<file path="src/rtl/alu_ctrl_pkg.sv">
// Shared types for the ALU arbiter: opcode encoding, arbiter FSM states and
// the last legal opcode.
package alu_ctrl_pkg;

   typedef enum logic [3:0] {
      OP_ADD = 4'd0,
      OP_SUB = 4'd1,
      OP_AND = 4'd2,
      OP_OR  = 4'd3,
      OP_XOR = 4'd4,
      OP_SLL = 4'd5,
      OP_SRL = 4'd6,
      OP_SRA = 4'd7
   } opcode_t;

   typedef enum logic [1:0] {
      IDLE = 2'd0,
      EXEC = 2'd1,
      RESP = 2'd2
   } arb_state_t;

   localparam opcode_t OP_LAST = OP_SRA;

endpackage

</file>
<file path="src/rtl/alu_arbiter_if.sv">
// Bus bundle between the two requesters, the arbiter and the shared ALU.
// slave = arbiter side, master = requesters plus ALU side.
interface alu_arbiter_if #(parameter int N = 8);

   logic         req0_valid;
   logic         req0_ready;
   logic [3:0]   req0_op;
   logic [N-1:0] req0_a;
   logic [N-1:0] req0_b;
   logic         req1_valid;
   logic         req1_ready;
   logic [3:0]   req1_op;
   logic [N-1:0] req1_a;
   logic [N-1:0] req1_b;

   logic         resp0_valid;
   logic         resp0_ready;
   logic [N-1:0] resp0_y;
   logic         resp0_flg;
   logic         resp0_err;
   logic         resp1_valid;
   logic         resp1_ready;
   logic [N-1:0] resp1_y;
   logic         resp1_flg;
   logic         resp1_err;

   logic [3:0]   alu_op;
   logic [N-1:0] alu_a;
   logic [N-1:0] alu_b;
   logic [N-1:0] alu_y;
   logic         alu_flg;

   logic         busy;

   modport slave (
      input  req0_valid, req0_op, req0_a, req0_b,
      input  req1_valid, req1_op, req1_a, req1_b,
      output req0_ready, req1_ready,
      output resp0_valid, resp0_y, resp0_flg, resp0_err,
      output resp1_valid, resp1_y, resp1_flg, resp1_err,
      input  resp0_ready, resp1_ready,
      output alu_op, alu_a, alu_b,
      input  alu_y, alu_flg,
      output busy
   );

   modport master (
      output req0_valid, req0_op, req0_a, req0_b,
      output req1_valid, req1_op, req1_a, req1_b,
      input  req0_ready, req1_ready,
      input  resp0_valid, resp0_y, resp0_flg, resp0_err,
      input  resp1_valid, resp1_y, resp1_flg, resp1_err,
      output resp0_ready, resp1_ready,
      input  alu_op, alu_a, alu_b,
      output alu_y, alu_flg,
      input  busy
   );

endinterface

</file>
<file path="src/rtl/alu_arbiter_rr_arb2.sv">
// Two-way round-robin grant: a lone request always wins, a tie goes to prio.
module rr_arb2 (
   input  logic [1:0] req,
   input  logic       prio,
   output logic [1:0] gnt,
   output logic       idx
);

   always_comb begin
      gnt = req;
      if (req == 2'b11) begin
         gnt = prio ? 2'b10 : 2'b01;
      end
      idx = gnt[1];
   end

endmodule

</file>
<file path="src/rtl/alu_arbiter.sv">
// Shares one combinational ALU between two requesters with round-robin grant.
// Optional opcode check: define ALU_ARB_OPCHK_EN.
//
//   state | meaning
//   IDLE  | waiting for a request; grant is offered on req*_ready
//   EXEC  | operands registered on the ALU bus, result captured at end
//   RESP  | result held on the winner's response channel until taken
module alu_arbiter
   import alu_ctrl_pkg::*;
#(
   parameter int N = 8
) (
   input  logic          clk,
   input  logic          rst,
   alu_arbiter_if.slave  bus
);

   arb_state_t   state_q, state_d;
   logic         prio_q;
   logic         g_q;
   logic [3:0]   op_q;
   logic [N-1:0] a_q;
   logic [N-1:0] b_q;
   logic [N-1:0] res_y_q;
   logic         res_flg_q;
   logic         res_err_q;

   logic [1:0]   req_vec;
   logic [1:0]   gnt;
   logic         gnt_idx;
   logic [3:0]   sel_op;
   logic [N-1:0] sel_a;
   logic [N-1:0] sel_b;
   logic         accept;
   logic         illegal;
   logic         resp_take;

   assign req_vec = {bus.req1_valid, bus.req0_valid};

   rr_arb2 u_rr_arb2 (
      .req  (req_vec),
      .prio (prio_q),
      .gnt  (gnt),
      .idx  (gnt_idx)
   );

   always_comb begin
      sel_op    = gnt_idx ? bus.req1_op : bus.req0_op;
      sel_a     = gnt_idx ? bus.req1_a  : bus.req0_a;
      sel_b     = gnt_idx ? bus.req1_b  : bus.req0_b;
      accept    = (state_q == IDLE) && (gnt != 2'b00);
`ifdef ALU_ARB_OPCHK_EN
      illegal   = sel_op > 4'(OP_LAST);
`else
      illegal   = 1'b0;
`endif
      resp_take = (state_q == RESP) && (g_q ? bus.resp1_ready : bus.resp0_ready);

      state_d = state_q;
      case (state_q)
         IDLE: if (accept) state_d = illegal ? RESP : EXEC;
         EXEC: state_d = RESP;
         RESP: if (resp_take) state_d = IDLE;
         default: state_d = IDLE;
      endcase
   end

   always_ff @(posedge clk) begin
      if (rst) begin
         state_q   <= IDLE;
         prio_q    <= 1'b0;
         g_q       <= 1'b0;
         op_q      <= '0;
         a_q       <= '0;
         b_q       <= '0;
         res_y_q   <= '0;
         res_flg_q <= 1'b0;
         res_err_q <= 1'b0;
      end else begin
         state_q <= state_d;
         if (accept) begin
            g_q       <= gnt_idx;
            res_err_q <= illegal;
            // Rejected opcodes leave the ALU bus untouched and return a zero result.
            if (illegal) begin
               res_y_q   <= '0;
               res_flg_q <= 1'b0;
            end else begin
               op_q <= sel_op;
               a_q  <= sel_a;
               b_q  <= sel_b;
            end
         end
         if (state_q == EXEC) begin
            res_y_q   <= bus.alu_y;
            res_flg_q <= bus.alu_flg;
         end
         if (resp_take) begin
            prio_q <= ~g_q;
         end
      end
   end

   assign bus.req0_ready  = (state_q == IDLE) && gnt[0];
   assign bus.req1_ready  = (state_q == IDLE) && gnt[1];

   assign bus.resp0_valid = (state_q == RESP) && !g_q;
   assign bus.resp1_valid = (state_q == RESP) &&  g_q;
   assign bus.resp0_y     = res_y_q;
   assign bus.resp1_y     = res_y_q;
   assign bus.resp0_flg   = res_flg_q;
   assign bus.resp1_flg   = res_flg_q;
   assign bus.resp0_err   = res_err_q;
   assign bus.resp1_err   = res_err_q;

   assign bus.alu_op      = op_q;
   assign bus.alu_a       = a_q;
   assign bus.alu_b       = b_q;
   assign bus.busy        = (state_q != IDLE);

endmodule

</file>
<file path="src/flat_wrapper.sv">
// flat-port wrapper written by rule: the top's interface ports become plain ports
module alu_arbiter_flat import alu_ctrl_pkg::*;
#(
   parameter int N = 8
)
  (clk, rst, bus_req0_valid, bus_req0_op, bus_req0_a, bus_req0_b, bus_req1_valid, bus_req1_op, bus_req1_a, bus_req1_b, bus_req0_ready, bus_req1_ready, bus_resp0_valid, bus_resp0_y, bus_resp0_flg, bus_resp0_err, bus_resp1_valid, bus_resp1_y, bus_resp1_flg, bus_resp1_err, bus_resp0_ready, bus_resp1_ready, bus_alu_op, bus_alu_a, bus_alu_b, bus_alu_y, bus_alu_flg, bus_busy);
  alu_arbiter_if #(.N(N)) bus_i ();
  input  logic clk;
  input  logic rst;
  input wire logic [$bits(bus_i.req0_valid)-1:0] bus_req0_valid;
  input wire logic [$bits(bus_i.req0_op)-1:0] bus_req0_op;
  input wire logic [$bits(bus_i.req0_a)-1:0] bus_req0_a;
  input wire logic [$bits(bus_i.req0_b)-1:0] bus_req0_b;
  input wire logic [$bits(bus_i.req1_valid)-1:0] bus_req1_valid;
  input wire logic [$bits(bus_i.req1_op)-1:0] bus_req1_op;
  input wire logic [$bits(bus_i.req1_a)-1:0] bus_req1_a;
  input wire logic [$bits(bus_i.req1_b)-1:0] bus_req1_b;
  output wire logic [$bits(bus_i.req0_ready)-1:0] bus_req0_ready;
  output wire logic [$bits(bus_i.req1_ready)-1:0] bus_req1_ready;
  output wire logic [$bits(bus_i.resp0_valid)-1:0] bus_resp0_valid;
  output wire logic [$bits(bus_i.resp0_y)-1:0] bus_resp0_y;
  output wire logic [$bits(bus_i.resp0_flg)-1:0] bus_resp0_flg;
  output wire logic [$bits(bus_i.resp0_err)-1:0] bus_resp0_err;
  output wire logic [$bits(bus_i.resp1_valid)-1:0] bus_resp1_valid;
  output wire logic [$bits(bus_i.resp1_y)-1:0] bus_resp1_y;
  output wire logic [$bits(bus_i.resp1_flg)-1:0] bus_resp1_flg;
  output wire logic [$bits(bus_i.resp1_err)-1:0] bus_resp1_err;
  input wire logic [$bits(bus_i.resp0_ready)-1:0] bus_resp0_ready;
  input wire logic [$bits(bus_i.resp1_ready)-1:0] bus_resp1_ready;
  output wire logic [$bits(bus_i.alu_op)-1:0] bus_alu_op;
  output wire logic [$bits(bus_i.alu_a)-1:0] bus_alu_a;
  output wire logic [$bits(bus_i.alu_b)-1:0] bus_alu_b;
  input wire logic [$bits(bus_i.alu_y)-1:0] bus_alu_y;
  input wire logic [$bits(bus_i.alu_flg)-1:0] bus_alu_flg;
  output wire logic [$bits(bus_i.busy)-1:0] bus_busy;
  assign bus_i.req0_valid = bus_req0_valid;
  assign bus_i.req0_op = bus_req0_op;
  assign bus_i.req0_a = bus_req0_a;
  assign bus_i.req0_b = bus_req0_b;
  assign bus_i.req1_valid = bus_req1_valid;
  assign bus_i.req1_op = bus_req1_op;
  assign bus_i.req1_a = bus_req1_a;
  assign bus_i.req1_b = bus_req1_b;
  assign bus_req0_ready = bus_i.req0_ready;
  assign bus_req1_ready = bus_i.req1_ready;
  assign bus_resp0_valid = bus_i.resp0_valid;
  assign bus_resp0_y = bus_i.resp0_y;
  assign bus_resp0_flg = bus_i.resp0_flg;
  assign bus_resp0_err = bus_i.resp0_err;
  assign bus_resp1_valid = bus_i.resp1_valid;
  assign bus_resp1_y = bus_i.resp1_y;
  assign bus_resp1_flg = bus_i.resp1_flg;
  assign bus_resp1_err = bus_i.resp1_err;
  assign bus_i.resp0_ready = bus_resp0_ready;
  assign bus_i.resp1_ready = bus_resp1_ready;
  assign bus_alu_op = bus_i.alu_op;
  assign bus_alu_a = bus_i.alu_a;
  assign bus_alu_b = bus_i.alu_b;
  assign bus_i.alu_y = bus_alu_y;
  assign bus_i.alu_flg = bus_alu_flg;
  assign bus_busy = bus_i.busy;
  alu_arbiter #(.N(N)) u_core (.clk(clk), .rst(rst), .bus(bus_i));
endmodule
</file>
<file path="config.mk">
export PLATFORM = sky130hd
export DESIGN_NAME = alu_arbiter_flat
export DESIGN_NICKNAME = d
export VERILOG_FILES = /design/src/rtl/alu_ctrl_pkg.sv /design/src/rtl/alu_arbiter_if.sv /design/src/rtl/alu_arbiter_rr_arb2.sv /design/src/rtl/alu_arbiter.sv /design/src/flat_wrapper.sv
export SDC_FILE = /design/constraint.sdc
export NUM_CORES = 1
export LEC_CHECK = 0
export BUFFER_PORTS_ARGS = -buffer_cell sky130_fd_sc_hd__buf_2
export CORE_ASPECT_RATIO = 1.1
export CORE_MARGIN = 1.5
export CORE_UTILIZATION = 47
export CTS_BUF_LIST = sky130_fd_sc_hd__clkbuf_8
export DETAILED_ROUTE_END_ITERATION = 12
export GPL_TIMING_DRIVEN = 0
export PLACE_DENSITY = 0.84
export SYNTH_ARGS = -nofsm -noshare
export SYNTH_HDL_FRONTEND = slang
export SYNTH_SLANG_ARGS = --single-unit
</file>
<file path="constraint.sdc">
create_clock -name clk -period 2 [get_ports clk]
set_input_delay 0.4 -clock clk [delete_from_list [all_inputs] [get_ports clk]]
set_output_delay 0.4 -clock clk [all_outputs]
set_load 0.02 [all_outputs]
</file>
==> summary.md, run 1 <==
| Metric | Value |
|---|---|
| Area grow syn2layout | `39.0%` |
| Period minus WS final | `1.80 ns` |
| Clock skew | `0.00373 ns` |
| Final period util | `90.1%` |
| R2R Path End | `u_core.bus.alu_a[2]` |
| Async set-reset flop share out of synthesis | `0%` |
| Pin count of the biggest net entering global routing | `11` |
| Diode count | `0` |
| Synth top area cells | `dfxtp_1, a311oi_1, a21oi_1, buf_4, nand3_1` |
| Via density per instance | `5.35` |
| RSZ-0062 raised after global routing | `no` |
| Number of remaining DRC errors | `0` |
| CP Launch Type | `flop` |
| Routed vias | `1819` |
| Core Rows | `22` |
| Critical path arrival | `1.40 ns` |
| Fmax | `555 MHz` |
| Maximum fanout along the worst path | `10` |
| CP required | `about 1.6 ns` |
| Final wirelength | `between 4 and 5 mm` |
| Hold path start | `bus_alu_y[4]` |
| Slew Viols, Final | `0` |
| Vias in the first global route | `1711` |
| Clk buf depth | `2` |
| Path depth of the worst reg2reg path | `5` |
| GRT overflow | `0` |
| Syn avg cell area | `8.03 um2` |
| Clock transition at path regs | `0.06 ns` |
| Nets@finish | `~360` |
| Netlist Area Pre-Place | `1610 um2` |
| Core Area | `3300 um2` |
| GP Congestion | `around 0.8` |
| Area leader, netlist | `dfxtp_1` |
| Resized cells post-CTS | `0` |
| Final WS setup | `0.199 ns` |
| Worst Hold Path EP | `u_core.bus.resp0_y[4]` |
| DRT antenna net count | `0` |
| Synth Register Bits | `33` |
| Area of the multi-input gates | `roughly 740 um2` |
| Most frequent cells in the layout | `buf_2, dfxtp_1, a21oi_1` |
| Drt wl/cell | `13.0 um` |
| Seq. cell area | `661 um2` |
| Port bufs | `95` |
| Yosys cell types | `24` |
| Post-synth EDFFs | `0` |
| Layout Utilization | `67.5%` |
| Hold WC Path Type | `input pin to flop` |
| DIE AREA | `3780 um2` |
| Initial core utilization | `48.6%` |
| H-tree levels | `2` |
| Worst hold path cell count | `3` |
| Largest stage delay on the critical path | `~0.34 ns` |
| First-pass GRT wire length | `7.25 mm` |
| Cells after Synth | `200` |
| Root buffer cell | `clkbuf_8` |
| HPWL Detailed | `3.25 mm` |
| Hold-fix buffers at CTS | `0` |
| Die height | `64.3 um` |
| VDD IR max | `between 0.0005 and 0.0006 V` |
| Crit. End Element | `primary output` |
| Setup crit start | `u_core.state_q[0]` |
| Setup tns final | `0 ns` |
| Clock Sinks | `33` |
| Setup slack, reg-to-reg | `0.73 ns` |
| WS Path Type | `flop to primary output` |
| First-pass DRT Iterations | `4` |
| Commonest non-fill, non-tap cell in the layout | `buf_2` |
| Slowest CP cell | `dfxtp_1` |
| Skew-Pair Late Insertion Delay | `~0.28 ns` |
| Tot GR Track Use | `24.8%` |
| I/O pins | `100` |
| Main synth FF type | `dfxtp_1` |
| Synthesis Warnings | `0` |
| Die width | `58.7 um` |
| Layout cells sized above 1 | `between 40% and 50%` |
| CTS tree | `done` |
| Status | `finished, final reports clean` |
| P_leak | `1.08 nW` |
| Hold Violations, Final | `0` |
| Initial antenna violation count | `0` |
| Worst R2R Start | `u_core.state_q[0]` |
| Postcts setup bufs | `0` |
| Fillers | `305` |
| Worst path bufs/invs | `3` |
| Share of the yosys chip area belonging to registers | `41.2%` |
| # Max-Cap Violations | `0` |
| Initial DRC Count | `57` |
| Family with the most delay on the worst path | `buffers and inverters` |
| Cell Pwr Density | `821 nW/um2` |
| CTS buffer count | `5` |
| Worst path cell trace | `nor2_2, buf_4, nand3_1, inv_1, buf_2` |
| Synth top area share | `41.2%` |
| Pre-CTS WS | `0.420 ns` |
| Final Setup Violations | `0` |
[state kept, by name, summed over array words and instances (netlist names)]
name,cells
u_core.bus.alu_op,4
u_core.bus.alu_b,8
u_core.state_q,2
u_core.bus.resp0_y,8
u_core.prio_q,1
u_core.g_q,1
u_core.bus.resp0_flg,1
u_core.bus.alu_a,8
[kinds of logic after synthesis]
family | after synthesis | synth area share, %
DFF | 33 | 41.2
and+or+nand+nor | 55 | 16.5
other | 1 | 0.234
buffers and inverters | 36 | 13.1
AOI/OAI and AO/OA | 74 | 28.4
muxes | 1 | 0.624
[worst max-delay path by stage]
stage / endpoint / slack [ns] / depth (start not counted)
final: bus_req1_ready / 0.20 / 5
after global routing: bus_req1_ready / 0.14 / 5
after detailed placement: bus_req0_ready / 0.42 / 5
after floorplan: bus_req0_ready / 0.59 / 4
after CTS: bus_req1_ready / 0.19 / 5
after global placement: bus_req0_ready / 0.42 / 5
[per-stage QoR]
stage	instances	cell area, um2	hold slack, ns	total power, W
3_3_place_gp	332	2130	0.453	0.00129
6_report	340	2230	0.358	0.00183
4_1_cts	340	2230	0.353	0.00184
3_5_place_dp	332	2130	0.461	0.00130
2_1_floorplan	201	1610	0.476	0.00112
5_1_grt	340	2230	0.367	0.00192
[final cells by class]
cell class / instances / share of cell area [%]
Clock buffer: 7 / 4.32
Tap cell: 36 / 2.02
Sequential cell: 33 / 29.6
Timing Repair Buffer: 95 / 21.3
Inverter: 4 / 0.673
Buffer: 32 / 8.75
Clock inverter: 1 / 0.224
Multi-Input combinational cell: 132 / 33.1
[routing by layer]
metal	share of wire [%]	routed length [um]	GRT usage [%]
met1	40	1770	28.2
met2	51	2260	44.2
met3	7.8	345	5.26
met4	1.1	49	9.38
met5	0	0	0
[Yosys cell counts, types with 2 or more instances]
cell type / count
a21oi_1: 32
a311oi_1: 20
and3_1: 2
buf_2: 9
buf_4: 17
clkbuf_1: 6
dfxtp_1: 33
inv_1: 3
nand2_1: 19
nand2b_1: 2
nand3_1: 21
nor2_1: 2
nor2_2: 2
nor2b_1: 3
o21ai_1: 20
[report_power, final]
group / internal (W) / switching, W
Sequential: 0.000726 / 0.0000392
Combinational: 0.000208 / 0.000312
Clock: 0.000311 / 0.000236
Total: 0.00124 / 0.000588
[worst register-to-register path: stages (launching register included)]
cell and delay, ns:
dfxtp_1 0.34, nor2_2 0.22, inv_2 0.09, nor2_1 0.12, buf_2 0.24, a311oi_1 0.13
Note: power is estimated with default switching activity, not from simulation.
==> run 2, diff against run 1 <==
--- a/config.mk
+++ b/config.mk
@@ -5,10 +5,11 @@
 export SDC_FILE = /design/constraint.sdc
 export NUM_CORES = 1
 export LEC_CHECK = 0
+export ABC_AREA = 1
 export BUFFER_PORTS_ARGS = -buffer_cell sky130_fd_sc_hd__buf_2
 export CORE_ASPECT_RATIO = 1.1
 export CORE_MARGIN = 1.5
-export CORE_UTILIZATION = 47
+export CORE_UTILIZATION = 48
 export CTS_BUF_LIST = sky130_fd_sc_hd__clkbuf_8
 export DETAILED_ROUTE_END_ITERATION = 12
 export GPL_TIMING_DRIVEN = 0
==> constraint.sdc (replaced) <==
create_clock -name clk -period 2.1 [get_ports clk]
set_input_delay 0.42 -clock clk [delete_from_list [all_inputs] [get_ports clk]]
set_output_delay 0.42 -clock clk [all_outputs]
set_load 0.02 [all_outputs]
==> run 2 against run 1 <==
Effect of this change: sequential cell count unchanged; synthesized area increased by 5.6%; synthesized cell count increased by 21%; largest cell class unchanged; clock-buffer cell count unchanged; worst setup slack improved by 0.11 ns; critical path depth increased by 1; sequential power decreased by 3.5%; worst hold slack got worse by 0.0063 ns; utilization increased by 2.2 points.
==> summary.md, run 2 <==
| Metric | Value |
|---|---|
| Fmax | `559 MHz` |
| Most frequent cells in the layout | `buf_2, nor2_1, dfxtp_1` |
| Worst hold path cell count | `3` |
| Layout cells sized above 1 | `39.3%` |
| Path depth of the worst reg2reg path | `7` |
| Clk buf depth | `2` |
| Synthesis Warnings | `0` |
| Initial core utilization | `between 50% and 60%` |
| Root buffer cell | `clkbuf_8` |
| Clock skew | `0.00301 ns` |
| Seq. cell area | `661 um2` |
| DRT antenna net count | `0` |
| Syn avg cell area | `~7 um2` |
| HPWL Detailed | `between 3 and 4 mm` |
| Via density per instance | `4.73` |
| Die width | `between 50 and 60 um` |
| Commonest non-fill, non-tap cell in the layout | `buf_2` |
| Clk pwr share | `about 29%` |
| Die height | `65.3 um` |
| Hold-fix buffers at CTS | `0` |
| P_leak | `around 1.3 nW` |
| WS Path Type | `flop to primary output` |
| Logic gate share of total power | `30.8%` |
| CTS buffer count | `5` |
| Synth top cells by count | `nor2_1, dfxtp_1, nand2_1, nand3_1, o21ai_0` |
| Crit. End Element | `primary output` |
| Critical path arrival | `around 1.4 ns` |
| Synth top area cells | `dfxtp_1, nor2_1, nand3_1, a21boi_0, nand2_1` |
| Layout Utilization | `69.7%` |
| Setup slack, reg-to-reg | `0.97 ns` |
| Final Setup Violations | `0` |
| Final period util | `85.2%` |
| Vias in the first global route | `approximately 1600` |
| Initial antenna violation count | `0` |
| CP Launch Type | `flop` |
| Clock transition at path regs | `0.07 ns` |
| First-pass DRT Iterations | `4` |
| Setup tns final | `0 ns` |
| Core Rows | `22` |
| Pin count of the biggest net entering global routing | `11` |
| Register share of total power | `roughly 40%` |
| Slew Viols, Final | `0` |
| Internal power | `0.00122 W` |
| GRT overflow | `0` |
| Diode count | `0` |
| I/O pins | `100` |
| Routed vias | `1862` |
| GP Congestion | `0.775` |
| Netlist Area Pre-Place | `roughly 1700 um2` |
| Postcts setup bufs | `0` |
| Area of the multi-input gates | `roughly 820 um2` |
| Worst Hold Path EP | `u_core.bus.resp0_y[5]` |
| H-tree levels | `2` |
| Period minus WS final | `1.79 ns` |
| Hold path start | `bus_alu_y[5]` |
| Fillers | `326` |
| Drt wl/cell | `~11 um` |
| Net Sw Frac | `33.4%` |
| R2R Path End | `u_core.bus.alu_b[3]` |
| Async set-reset flop share out of synthesis | `0%` |
| Hold WC Path Type | `input pin to flop` |
| RSZ-0062 raised after global routing | `no` |
| First-pass GRT wire length | `~7.1 mm` |
| CP required | `1.68 ns` |
| VDD IR max | `0.000493 V` |
| # Max-Cap Violations | `0` |
| Status | `finished, final reports clean` |
| Number of remaining DRC errors | `0` |
| Final wirelength | `4.40 mm` |
| Hold Violations, Final | `0` |
| Non-Filler Instances | `about 390` |
| Yosys cell types | `19` |
| Share of the yosys chip area belonging to registers | `39.0%` |
| Fin Hold WS | `0.352 ns` |
| Cell Pwr Density | `782 nW/um2` |
| Area leader, netlist | `dfxtp_1` |
| Maximum fanout along the worst path | `10` |
| Initial DRC Count | `94` |
| Main synth FF type | `dfxtp_1` |
| CTS tree | `done` |
| Top-count cell post-synth | `nor2_1` |
| Synth top area share | `39.0%` |
| Tot GR Track Use | `23.4%` |
| Skew-Pair Late Insertion Delay | `0.29 ns` |
| Cells after Synth | `roughly 240` |
| Port bufs | `96` |
| Placed cells | `386` |
| Post-synth EDFFs | `0` |
| Worst R2R Start | `u_core.state_q[1]` |
| DIE AREA | `slightly below 4000 um2` |
| Clock Sinks | `33` |
| Synth Register Bits | `33` |
| Nets@finish | `400` |
| Area grow syn2layout | `38.1%` |
| Core Area | `3360 um2` |
| Resized cells post-CTS | `0` |
| Net Sw Power | `approximately 0.00061 W` |
==> run 2: cells by family after synthesis <==
family | share of synthesized area [%]
and+or+nand+nor | 29.2
AOI/OAI and AO/OA | 18.9
buffers and inverters | 12.8
DFF | 39.0
other | 0.221
==> run 2: metrics by stage <==
step	power (W)	cell area [um2]	worst slack, ns
after detailed placement	0.00131	2240	0.484
after global routing	0.00193	2340	0.198
after CTS	0.00184	2340	0.324
final	0.00183	2340	0.312
after floorplan	0.00113	1700	0.584
after global placement	0.00130	2240	0.487
==> run 2: worst max-delay path by stage <==
stage / startpoint / to
after floorplan: bus_req1_valid / bus_req0_ready
after global placement: bus_req0_valid / bus_req1_ready
after detailed placement: bus_req0_valid / bus_req1_ready
after CTS: u_core.prio_q / bus_req1_ready
after global routing: u_core.prio_q / bus_req1_ready
final: u_core.prio_q / bus_req1_ready
==> run 2: layer usage <==
| layer | up-vias | part of all wire, % | global-route usage (%) |
|---|---|---|---|
| li1 | 979 | - | - |
| met1 | 800 | 45 | 28.3 |
| met2 | 77 | 46 | 39.0 |
| met3 | 6 | 8.6 | 8.27 |
| met4 | 0 | 1.1 | 5.83 |
| met5 | - | 0 | 0 |
==> run 2: layout make-up <==
| type | instances | area share (%) |
|---|---|---|
| multi-input cells | 174 | 35.1 |
| plain buffers | 27 | 7.96 |
| inverters | 8 | 1.28 |
| clock inverters | 1 | 0.214 |
| flip-flops and latches | 33 | 28.2 |
| well taps | 48 | 2.57 |
| clock buffers | 7 | 4.12 |
| repair buffers | 96 | 20.5 |
==> run 2: power by group through the flow <==
| stage | clock network, W | registers, W | logic [W] |
|---|---|---|---|
| final | 0.000530 | 0.000738 | 0.000563 |
| after floorplan | 0 | 0.000831 | 0.000295 |
| after detailed placement | 0 | 0.000751 | 0.000562 |
| after global placement | 0 | 0.000750 | 0.000555 |
| after CTS | 0.000534 | 0.000738 | 0.000563 |
| after global routing | 0.000559 | 0.000746 | 0.000624 |
==> run 2: critical path: stages, from the launching register on <==
cell	delay (ns)
dfxtp_1	0.36
inv_1	0.06
nand2_2	0.08
buf_2	0.23
nand3_1	0.13
inv_1	0.07
buf_2	0.16
